## config.mk

```make
export PLATFORM = sky130hd
export DESIGN_NAME = gf2m_mul_sched
export DESIGN_NICKNAME = d
export VERILOG_FILES = /design/src/rtl/gf2m_mul_sched.sv
export SDC_FILE = /design/constraint.sdc
export NUM_CORES = 1
export LEC_CHECK = 0
export ABC_CLOCK_PERIOD_IN_PS = 1900
export BUFFER_PORTS_ARGS = -buffer_cell sky130_fd_sc_hd__buf_2
export CAP_MARGIN = 5
export CORE_AREA = 3 3 759 761
export DETAILED_ROUTE_END_ITERATION = 10
export DIE_AREA = 0 0 762 764
export MAX_ROUTING_LAYER = met4
export SETUP_SLACK_MARGIN = 0.15
export SLEW_MARGIN = 20
export SYNTH_ARGS = -nofsm -noshare
export SYNTH_HDL_FRONTEND = slang
export SYNTH_SLANG_ARGS = --single-unit
```

## constraint.sdc

```tcl
create_clock -name clk -period 1.9 [get_ports clk]
set_input_delay 0.19 -clock clk [delete_from_list [all_inputs] [get_ports clk]]
set_output_delay 0.19 -clock clk [all_outputs]
set_load 0.05 [all_outputs]
```

## src/rtl/gf2m_mul_sched.sv

```systemverilog
// gf2m_mul_sched: round-robin scheduler sharing one external 193-bit
// GF(2)[x] multiplier between NREQ requesters, one job in flight.
//
// Ports:
//   clk, rst_n          clock (rising edge), async active-low reset
//   req_valid/ready     per-requester operand handshake (ready one-hot)
//   req_a, req_b        packed operands, requester i at [193*i +: 193]
//   mul_a, mul_b        registered operands to the multiplier
//   mul_y               385-bit multiplier product
//   rsp_valid/ready     result handshake
//   rsp_id, rsp_data    owner of the result and the product
//   busy                high whenever a job is in flight
//
// Optional build macro GF_REDUCE_EN: adds a RED state that reduces the
// product mod x^193+x^15+1; rsp_data becomes 193 bits wide.
module gf2m_mul_sched #(
   parameter int NREQ       = 2,
   parameter int IDW        = 1,
   parameter int MUL_CYCLES = 3
) (
   input  logic                clk,
   input  logic                rst_n,
   input  logic [NREQ-1:0]     req_valid,
   output logic [NREQ-1:0]     req_ready,
   input  logic [NREQ*193-1:0] req_a,
   input  logic [NREQ*193-1:0] req_b,
   output logic [192:0]        mul_a,
   output logic [192:0]        mul_b,
   input  logic [384:0]        mul_y,
   output logic                rsp_valid,
   input  logic                rsp_ready,
   output logic [IDW-1:0]      rsp_id,
`ifdef GF_REDUCE_EN
   output logic [192:0]        rsp_data,
`else
   output logic [384:0]        rsp_data,
`endif
   output logic                busy
);

   localparam int OPW = 193;

`ifdef GF_REDUCE_EN
   localparam int RES_W = 193;
`else
   localparam int RES_W = 385;
`endif

   typedef enum logic [1:0] {
      IDLE = 2'd0,
      WAIT = 2'd1,
      DONE = 2'd2
`ifdef GF_REDUCE_EN
      , RED = 2'd3
`endif
   } state_t;

   state_t           state_q;
   state_t           state_d;
   logic [3:0]       cnt_q;
   logic [IDW-1:0]   last_q;
   logic [IDW-1:0]   gnt_q;
   logic [RES_W-1:0] res_q;
`ifdef GF_REDUCE_EN
   logic [384:0]     prod_q;
`endif

   logic             any_req;
   logic [IDW-1:0]   gnt_idx;
   logic [OPW-1:0]   sel_a;
   logic [OPW-1:0]   sel_b;
   logic             take;

`ifdef GF_REDUCE_EN
   // Two folding passes: x^193 == x^15 + 1. The first pass leaves at
   // most bits 193..206 set; the second pass clears those.
   function automatic logic [192:0] gf_reduce(input logic [384:0] p);
      logic [206:0] t;
      logic [192:0] r;
      t = {14'b0, p[192:0]};
      for (int i = 193; i < 385; i++) begin
         t[i-193] = t[i-193] ^ p[i];
         t[i-178] = t[i-178] ^ p[i];
      end
      r = t[192:0];
      for (int i = 193; i < 207; i++) begin
         r[i-193] = r[i-193] ^ t[i];
         r[i-178] = r[i-178] ^ t[i];
      end
      return r;
   endfunction
`endif

   // Rotating priority: distance from last grant, 1 is highest and the
   // last grantee itself ranks lowest (distance NREQ).
   always_comb begin
      int d;
      int best;
      any_req = 1'b0;
      gnt_idx = '0;
      best    = NREQ + 1;
      d       = 0;
      for (int i = 0; i < NREQ; i++) begin
         d = i - int'(last_q);
         if (d <= 0) d = d + NREQ;
         if (req_valid[i] && d < best) begin
            best    = d;
            any_req = 1'b1;
            gnt_idx = IDW'(i);
         end
      end
   end

   always_comb begin
      sel_a = '0;
      sel_b = '0;
      for (int i = 0; i < NREQ; i++) begin
         if (gnt_idx == IDW'(i)) begin
            sel_a = req_a[i*OPW +: OPW];
            sel_b = req_b[i*OPW +: OPW];
         end
      end
   end

   assign take = (state_q == IDLE) && any_req;

   always_ff @(posedge clk or negedge rst_n) begin
      if (!rst_n) begin
         state_q <= IDLE;
      end else begin
         state_q <= state_d;
      end
   end

   always_comb begin
      state_d   = state_q;
      req_ready = '0;
      rsp_valid = 1'b0;
      busy      = 1'b1;
      unique case (state_q)
         IDLE: begin
            busy = 1'b0;
            if (any_req) state_d = WAIT;
            // ready is combinational; gate with reset so it reads 0
            // while the block is held in reset
            for (int i = 0; i < NREQ; i++) begin
               req_ready[i] = rst_n && any_req
                              && (gnt_idx == IDW'(i));
            end
         end
         WAIT: begin
            if (cnt_q == 4'd0) begin
`ifdef GF_REDUCE_EN
               state_d = RED;
`else
               state_d = DONE;
`endif
            end
         end
`ifdef GF_REDUCE_EN
         RED: begin
            state_d = DONE;
         end
`endif
         DONE: begin
            rsp_valid = 1'b1;
            if (rsp_ready) state_d = IDLE;
         end
         default: begin
            state_d = IDLE;
         end
      endcase
   end

   assign rsp_id   = gnt_q;
   assign rsp_data = res_q;

   always_ff @(posedge clk or negedge rst_n) begin
      if (!rst_n) begin
         mul_a  <= '0;
         mul_b  <= '0;
         gnt_q  <= '0;
         last_q <= IDW'(NREQ - 1);
         cnt_q  <= '0;
         res_q  <= '0;
`ifdef GF_REDUCE_EN
         prod_q <= '0;
`endif
      end else begin
         if (take) begin
            mul_a  <= sel_a;
            mul_b  <= sel_b;
            gnt_q  <= gnt_idx;
            last_q <= gnt_idx;
            cnt_q  <= 4'(MUL_CYCLES - 1);
         end
         if (state_q == WAIT) begin
            if (cnt_q != 4'd0) begin
               cnt_q <= cnt_q - 4'd1;
            end else begin
`ifdef GF_REDUCE_EN
               prod_q <= mul_y;
`else
               res_q  <= mul_y;
`endif
            end
         end
`ifdef GF_REDUCE_EN
         if (state_q == RED) begin
            res_q <= gf_reduce(prod_q);
         end
`endif
      end
   end

endmodule

```

# [After elaboration in Yosys (flattened, before gate mapping)]
# Index checks and enable logic that the tools add are counted.
# W data, S select, Z words.
[classes] n_addsub=5 multipliers=0 div=0 n_lt_le_gt_ge=4 n_eq_ne=5 n_shift=0 n_mux=18 bitwise_logic=2 n_reduce_logical=11
[op_table] operator="$mux W193" count=2
[op_table] operator="$mux W32" count=3
[op_table] operator="$lt A32 B3 Y1 const B" count=1
[op_table] operator="$lt A32 B32 Y1" count=1
[op_table] operator="$mux W4" count=3
[op_table] operator="$add A2 B3 Y4 const B" count=2
[op_table] operator="$mux W2" count=4
[op_table] operator="$logic_and A1 B1 Y1" count=6
[op_table] operator="$ne A2 B2 Y1 const B" count=3
[op_table] operator="$pmux W2 S3" count=1
[op_table] operator="$mux W1" count=5
[op_table] operator="$le A2 B1 Y1 const B" count=2
[op_table] operator="$logic_not A4 Y1" count=1
[op_table] operator="$reduce_bool A4 Y1" count=1
[op_table] operator="$sub A1 B1 Y2 const A" count=2
[op_table] operator="$sub A4 B1 Y4 const B" count=1
[op_table] operator="$reduce_and A3 Y1" count=1
[op_table] operator="$eq A2 B1 Y1 const B" count=1
[op_table] operator="$eq A2 B2 Y1 const B" count=1
[op_table] operator="$logic_not A2 Y1" count=1
[op_table] operator="$not A1 Y1" count=2
[op_table] operator="$reduce_and A2 Y1" count=1
[word_totals] register_bits=779 latchBits=0 ramBits=0 rom_bits=0 input_bits=1162 out_inout_bits=776 wordCells=52 memories=0

# [Longest topological paths before layout]
# Gate-level depths: netlist of run 1.
[depth] word_depth=13 mapped_depth=8

# [Least setup slack after synthesis of run 1]
# No wires, ideal clock.
[synth_timing] path_type="register to output" startpoint="reg last_q" endpoint="out req_ready[1]" arrival_ps=2104 path_slack_ps=-394 path_stages_with_launch=6 path_buffers=3 path_cell_list="dfstp_2 -> a21bo_1 -> buf_2 -> buf_4 -> buf_4 -> nor3_1"
[synth_via] elab_chain_cells=12 word_cells_on_any_way=19 classes_between="4 x add/sub; 4 x order compare; 7 x mux; 4 x reduce/logical"
[synth_rtl] element="start, declared" line_no="61" text="logic [IDW-1:0] last_q;"
[synth_rtl] element="start signal, assigned" line_no="183" text="last_q <= IDW'(NREQ - 1);"
[synth_rtl] element="start signal, assigned" line_no="194" text="last_q <= gnt_idx;"
[synth_rtl] element="$sub A1 B1 Y2" line_no="104" text="d = i - int'(last_q);"
[synth_rtl] element="$add A2 B3 Y4 or $le A2 B1 Y1 (tied branches)" line_no="105" text="if (d <= 0) d = d + NREQ;"
[synth_rtl] element="$mux W32" line_no="105"
[synth_rtl] element="$lt A32 B3 Y1" line_no="106" text="if (req_valid[i] && d < best) begin"
[synth_rtl] element="$logic_and A1 B1 Y1" line_no="106"
[synth_rtl] element="$mux W32" line_no="106"
[synth_rtl] element="$lt A32 B32 Y1" line_no="106"
[synth_rtl] element="$logic_and A1 B1 Y1" line_no="106"
[synth_rtl] element="$mux W1" line_no="106"
[synth_rtl] element="$logic_and A1 B1 Y1" line_no="147" text="req_ready[i] = rst_n && any_req"
[synth_rtl] element="$logic_and A1 B1 Y1 (*)" line_no="148" text="&& (gnt_idx == IDW'(i));"
[synth_rtl] element="$mux W2 (*)" line_no="140" text="unique case (state_q)"
[synth_rtl] element="end, declared" line_no="24" text="output logic [NREQ-1:0] req_ready,"
# Every way passes the cells marked *; elsewhere a longest branch is shown, timed or not.

# [Worst setup path after layout of run 1]
[layout_timing] startpoint="reg state_q[1]" endpoint="reg mul_a[161]"
[layout_via] elab_chain_cells=2
[layout_rtl] element="start, declared" line_no="58" text="state_t state_q;"
[layout_rtl] element="start signal, assigned" line_no="131" text="state_q <= state_d;"
[layout_rtl] element="$logic_not A2 Y1" line_no="125" text="assign take = (state_q == IDLE) && any_req;"
[layout_rtl] element="$logic_and A1 B1 Y1" line_no="125"
[layout_rtl] element="end signal, assigned" line_no="191" text="mul_a <= sel_a;"
[layout_rtl] element="end, declared" line_no="27" text="output logic [192:0] mul_a,"
# Every way passes these cells.
# A chain may end at the register's enable or synchronous reset.

==> impl_metrics.json, run 1 <==
{
  "status": "finished with violations",
  "violations": "setup timing",
  "worstSkewPairLatency_ns": 0.88,
  "firstDrtPassIters": 5,
  "fin_ws_ns": -0.505,
  "cp_num_buf_inv": 12,
  "fmax_mhz": 416,
  "cp_data_required_time_ns": 2.58,
  "synthCells": 2575,
  "grt_max_degree": 142,
  "hpwl_mm": 379,
  "nets": 7228,
  "grt_pass1_vias": 41200,
  "rsz0062_at_grt": "yes",
  "worstPathCellList": "nor2_4 -> buf_12 -> inv_8 -> nor2_4 -> buf_6 -> buf_6 -> buf_6 -> buf_6 -> buf_6 -> buf_12 -> buf_16 -> buf_12 -> buf_12 -> buf_16 -> a21oi_2",
  "cpMostUsedCell": "buf_6",
  "root_buffer": "clkbuf_16",
  "grt_pass1_wl_mm": 537,
  "ys_types": 28,
  "drive_above_1_share": 0.528,
  "die_h_um": 764,
  "setup_viol": 785,
  "syn_area_per_cell_um2": 13.3,
  "worstPathArrival_ns": 3.08,
  "detail_route.wl_per_cell_um": 32.5,
  "gp_congestion": 1.10,
  "cp_top_family": "buffers and inverters",
  "ys_ff_latch": 779,
  "total_power_mw": 156,
  "hold_depth": 3,
  "cts.sinks": 779,
  "vias": 41100,
  "finalMaxSlewViolations": 0,
  "cap_violations": 0,
  "syn2layout_area_growth_pct": 127,
  "ys_seq_area_frac": 0.568,
  "worst_hold_path_type": "in2reg",
  "whs_endpoint": "rsp_data[214]",
  "overflow": 0,
  "cts_tree": "done",
  "start_util": 0.0603,
  "io_pins": 1938,
  "track_usage": 0.151,
  "drc": 0,
  "ir_drop_mv": 1.39,
  "syn_nets": 3738,
  "maxSlewHeadroom": 0.342,
  "startpoint_type": "flip-flop",
  "slowest_delay_ns": 0.41,
  "crit_type": "reg2reg",
  "finalCritPeriodShare": 1.27,
  "worstReg2RegEnd": "mul_a[161]",
  "cts_buffer_depth": 4,
  "r2r_cells": 15,
  "finalHoldViolations": 0,
  "clkSlewWorstSetupHoldPaths_ns": 0.06,
  "path_max_fanout": 8,
  "post_drt_via_cell_ratio": 2.95,
  "routed_wl_mm": 453,
  "rows": 277,
  "portBuffers": 1937,
  "cpMaxStageDelayCell": "dfrtp_1",
  "reg2reg_setup_slack_ns": -0.50,
  "cts_buffers": 102,
  "worst_slew_pin_slew_ns": 0.986,
  "yosys_warnings": 0,
  "fin_util": 0.137,
  "hp-start": "mul_y[214]",
  "drt_iter0_drc": 3736,
  "synth_area_mm2": 0.0344,
  "die_w_um": 762,
  "min_period_ns": 2.40,
  "postRouteAntennaNets": 0,
  "p_per_area_mw_per_mm2": 2000,
  "core_region_area_mm2": 0.569,
  "r2r-start": "state_q[1]",
  "htreeDepth": 3,
  "antenna_found_initial": 343,
  "p_leak_nw": 34.7,
  "fin_skew_ns": 0.0912,
  "fp.dieArea_mm2": 0.582,
  "worstSetupEndpointType": "flip-flop"
}
==> worst min-delay path: stages <==
cell	delay (ns)
dlygate4sd3_1	0.53
buf_2	0.10
mux2_4	0.12
==> layout make-up <==
class / instances / area, um2
fill: 63500 / 491000
timing repair buffer: 3602 / 30100
sequential: 779 / 19500
multi-input combinational: 1575 / 15000
tap: 7533 / 9430
clock buffer: 147 / 2930
antenna: 229 / 573
clock inverter: 37 / 526
inverter: 5 / 26.3
==> per-layer routing <==
layer,track usage,share of wire,vias up
met5,-,0,-
met1,0.168,0.38,20500
li1,-,-,16600
met4,0.0730,0.059,0
met3,0.110,0.18,930
met2,0.198,0.39,2969
==> registers in the layout, indices dropped and copies added (netlist names) <==
register	count
cnt_q	4
state_q	2
mul_a	193
mul_b	193
last_q	1
rsp_id	1
rsp_data	385
==> through the flow <==
stage	setup TNS (ns)	hold slack [ns]	setup slack, ns	cell area (um2)	std cells
floorplan	0	-0.106	0.133	34400	2575
global placement	-52.52	0.129	-0.230	54400	12000
detailed placement	-52.94	0.131	-0.236	54400	12000
CTS	-269.34	0.00112	-0.574	75600	13600
global route	-330.71	0.0252	-0.617	78000	13900
finish	-234.51	0.0917	-0.505	78100	13900
==> placed cells by master, fill, tap and decap left out, types with 11 or more instances in the layout <==
cell | Yosys | routed
buf_6 | 37 | 40
a21oi_2 | 0 | 225
buf_16 | 0 | 90
buf_4 | 4 | 192
dfrtp_2 | 0 | 15
clkinv_2 | 0 | 11
dfrtp_1 | 778 | 763
clkbuf_8 | 0 | 21
dlygate4sd3_1 | 0 | 1206
clkbuf_1 | 46 | 24
mux2_2 | 47 | 46
a21oi_1 | 774 | 522
mux2_4 | 339 | 340
diode_2 | 0 | 229
mux2i_4 | 0 | 17
mux2i_1 | 388 | 366
clkbuf_16 | 0 | 121
buf_12 | 3 | 156
buf_2 | 109 | 1855
buf_8 | 0 | 36
a21oi_4 | 0 | 27
==> logic make-up (layout without fill, tap and decap cells) <==
| group | count (synthesis) | after routing | synth area share |
|---|---|---|---|
| AOI/OAI and AO/OA | 783 | 783 | 0.114 |
| adders and majority gates | 1 | 1 | 0.000364 |
| buffers and inverters | 221 | 3791 | 0.0381 |
| DFF | 779 | 779 | 0.568 |
| muxes | 774 | 774 | 0.277 |
| other | 0 | 229 | 0 |
| and+or+nand+nor | 17 | 17 | 0.00302 |
==> synth_stat cells (all sizes together) <==
cell / number / area, um2
nand2: 3 / 11.3
nor2: 5 / 18.8
a31oi: 1 / 6.26
o22ai: 3 / 18.8
or3: 1 / 6.26
a21bo: 1 / 10.0
nand2b: 3 / 26.3
and3: 1 / 6.26
nor3b: 1 / 18.8
clkbuf: 46 / 173
o21ai: 4 / 20.0
ha: 1 / 12.5
buf: 170 / 1120
dfstp: 1 / 26.3
or2: 1 / 6.26
a21oi: 774 / 3870
dfrtp: 778 / 19500
inv: 5 / 18.8
mux2: 386 / 5620
mux2i: 388 / 3880
nor3: 2 / 10.0
==> where the power goes <==
| part | switching (mW) | leakage (nW) | internal, mW |
|---|---|---|---|
| Combinational | 71.6 | 24.2 | 32.7 |
| Sequential | 6.33 | 8.82 | 25.2 |
| Clock | 8.72 | 1.67 | 11.9 |
==> worst max path at each step <==
stage	startpoint	endpoint	slack (ns)	cells after the start
CTS	state_q[0]	req_ready[0]	-0.57	7
detailed placement	cnt_q[1]	rsp_data[28]	-0.24	7
global placement	cnt_q[1]	rsp_data[25]	-0.23	7
global route	state_q[1]	req_ready[0]	-0.62	7
floorplan	cnt_q[0]	rsp_data[345]	0.13	8
finish	state_q[1]	mul_a[161]	-0.50	15
==> what timing repair did <==
action / in CTS / in global routing
pin swaps: 17 / 14
endpoints found under the setup margin: 1450 / 1416
buffers inserted: 125 / 24
hold buffers: 1207 / 0
gates cloned: 76 / 22
endpoints found under the hold margin: 1526 / 0
gates resized for setup: 565 / 312
(Power assumes the default switching activity.)
==> inputs of run 2 (changes only) <==
==> constraint.sdc (replaced) <==
create_clock -name clk -period 1.9 [get_ports clk]
set_input_delay 0.095 -clock clk [delete_from_list [all_inputs] [get_ports clk]]
set_output_delay 0.095 -clock clk [all_outputs]
set_load 0.05 [all_outputs]
==> impl_metrics.json, run 2 (synthesis results as in run 1) <==
{
  "post_drt_via_cell_ratio": 2.86,
  "fin_setup_tns_ns": -150.20,
  "routed_wl_mm": 435,
  "hpwl_mm": 380,
  "worstSkewPairLatency_ns": 0.89,
  "status": "finished with violations",
  "intPower_mw": 60.0,
  "worstPathArrival_ns": 2.25,
  "final_cell_area_mm2": 0.0751,
  "vias": 40500,
  "fin_cells": 14200,
  "antenna_found_initial": 335,
  "combinationalPowerShare": 0.635,
  "die_h_um": 764,
  "start_util": 0.0603,
  "overflow": 0,
  "finalHoldViolations": 0,
  "rsz0062_at_grt": "yes",
  "htreeDepth": 3,
  "p_per_area_mw_per_mm2": 1880,
  "cap_violations": 0,
  "fmax_mhz": 426,
  "root_buffer": "clkbuf_16",
  "portBuffers": 1937,
  "crit_type": "reg2out",
  "grt_max_degree": 116,
  "r2r_cells": 8,
  "p_sw_mw": 80.9,
  "clkSlewWorstSetupHoldPaths_ns": 0.07,
  "r2r-start": "state_q[0]",
  "syn2layout_area_growth_pct": 119,
  "p_leak_nw": 33.6,
  "grt_pass1_vias": 41400,
  "p_sw_frac": 0.574,
  "violations": "setup timing",
  "place_area_mm2": 0.0546,
  "final_cell_mix": "buf_2, dlygate4sd3_1, a21oi_1, dfrtp_1, mux2i_1",
  "hp-start": "mul_y[244]",
  "rows": 277,
  "worstSetupEndpointType": "primary output",
  "ir_drop_mv": 1.74,
  "cts.sinks": 779,
  "io_pins": 1938,
  "seq_power_share": 0.219,
  "path_max_fanout": 10,
  "core_region_area_mm2": 0.569,
  "largest_register_ffs": 385,
  "worst_slew_pin_slew_ns": 0.851,
  "cts_tree": "done",
  "worstReg2RegEnd": "mul_a[176]",
  "fp.dieArea_mm2": 0.582,
  "setup_viol": 699,
  "drive_above_1_share": 0.438,
  "min_period_ns": 2.35,
  "die_w_um": 762,
  "gp_congestion": 0.972,
  "fin_skew_ns": 0.140,
  "finalCritPeriodShare": 1.24,
  "postRouteAntennaNets": 0,
  "detail_route.wl_per_cell_um": 30.7,
  "whs_endpoint": "rsp_data[244]",
  "fin_util": 0.132,
  "hold_depth": 3,
  "clkPwrFrac": 0.146,
  "finalMaxSlewViolations": 0,
  "dp.cells": 12100,
  "cp_data_required_time_ns": 1.80,
  "drc": 0,
  "total_power_mw": 141,
  "worst_hold_path_type": "in2reg",
  "fin_ws_ns": -0.449,
  "firstDrtPassIters": 5,
  "track_usage": 0.147,
  "reg2reg_setup_slack_ns": -0.40,
  "nets": 7377,
  "drt_iter0_drc": 2672,
  "cts_buffer_depth": 4,
  "cts_buffers": 99,
  "grt_pass1_wl_mm": 524,
  "maxSlewHeadroom": 0.431,
  "final_common_cell": "buf_2",
  "startpoint_type": "flip-flop"
}
-- run 2: changes by cell type in the layout (fill, tap and decap cells not counted), sizes merged, moves of 4 or more --
cell | previous run | this run
buf | 2369 | 2188
bufinv | 8 | 12
clkbuf | 166 | 140
clkinvlp | 8 | 3
diode | 229 | 345
dlygate4sd3 | 1206 | 1560
-- run 2: stage by stage --
step,worst slack [ns],hold WS [ns]
floorplan,0.133,-0.201
global placement,-0.158,0.100
detailed placement,-0.153,0.106
CTS,-0.624,0.00000294
global route,-0.610,0.0195
finish,-0.449,0.0841
-- run 2: worst max path at each step --
stage,startpoint,endpoint,slack (ns),cells past startpoint
global placement,last_q,mul_b[84],-0.16,6
CTS,state_q[0],req_ready[0],-0.62,7
finish,last_q,req_ready[0],-0.45,5
detailed placement,last_q,mul_b[184],-0.15,6
floorplan,cnt_q[0],rsp_data[345],0.13,8
global route,state_q[0],req_ready[0],-0.61,7
-- run 2: layer usage --
metal | global-route usage | wire length (um) | part of all wire
met5 | - | 0 | 0
met4 | 0.0603 | 21700 | 0.050
met3 | 0.112 | 79300 | 0.18
met2 | 0.197 | 170000 | 0.39
met1 | 0.160 | 164000 | 0.38
-- run 2: layout make-up --
class	instances	area [um2]
Sequential cell	779	19500
Fill cell	64100	494000
Clock inverter	36	582
Antenna cell	345	863
Tap cell	7533	9430
Timing Repair Buffer	3754	28300
Multi-Input combinational cell	1575	13600
Inverter	5	18.8
Clock buffer	139	2820
-- run 2: critical path: stages (launching register included) --
cell and delay (ns):
dfstp_2 0.54, a21bo_4 0.17, buf_6 0.16, buf_4 0.22
and3_4 0.21, buf_8 0.14
-- run 2: power groups by stage --
stage	logic, mW	registers [mW]	clock network, mW
6_report	89.5	30.9	20.5
3_5_place_dp	85.3	30.6	0
2_1_floorplan	19.4	58.6	0
3_3_place_gp	85.1	30.5	0
4_1_cts	89.8	30.6	21.1
5_1_grt	93.9	31.7	21.6
-- run 2: what timing repair did --
action / in CTS / in global routing
gates cloned: 5 / 1
endpoints found under the setup margin: 1251 / 1233
pin swaps: 2 / 1
endpoints found under the hold margin: 1304 / 0
setup buffers: 8 / 8
resized for setup: 46 / 4
hold buffers: 1561 / 0
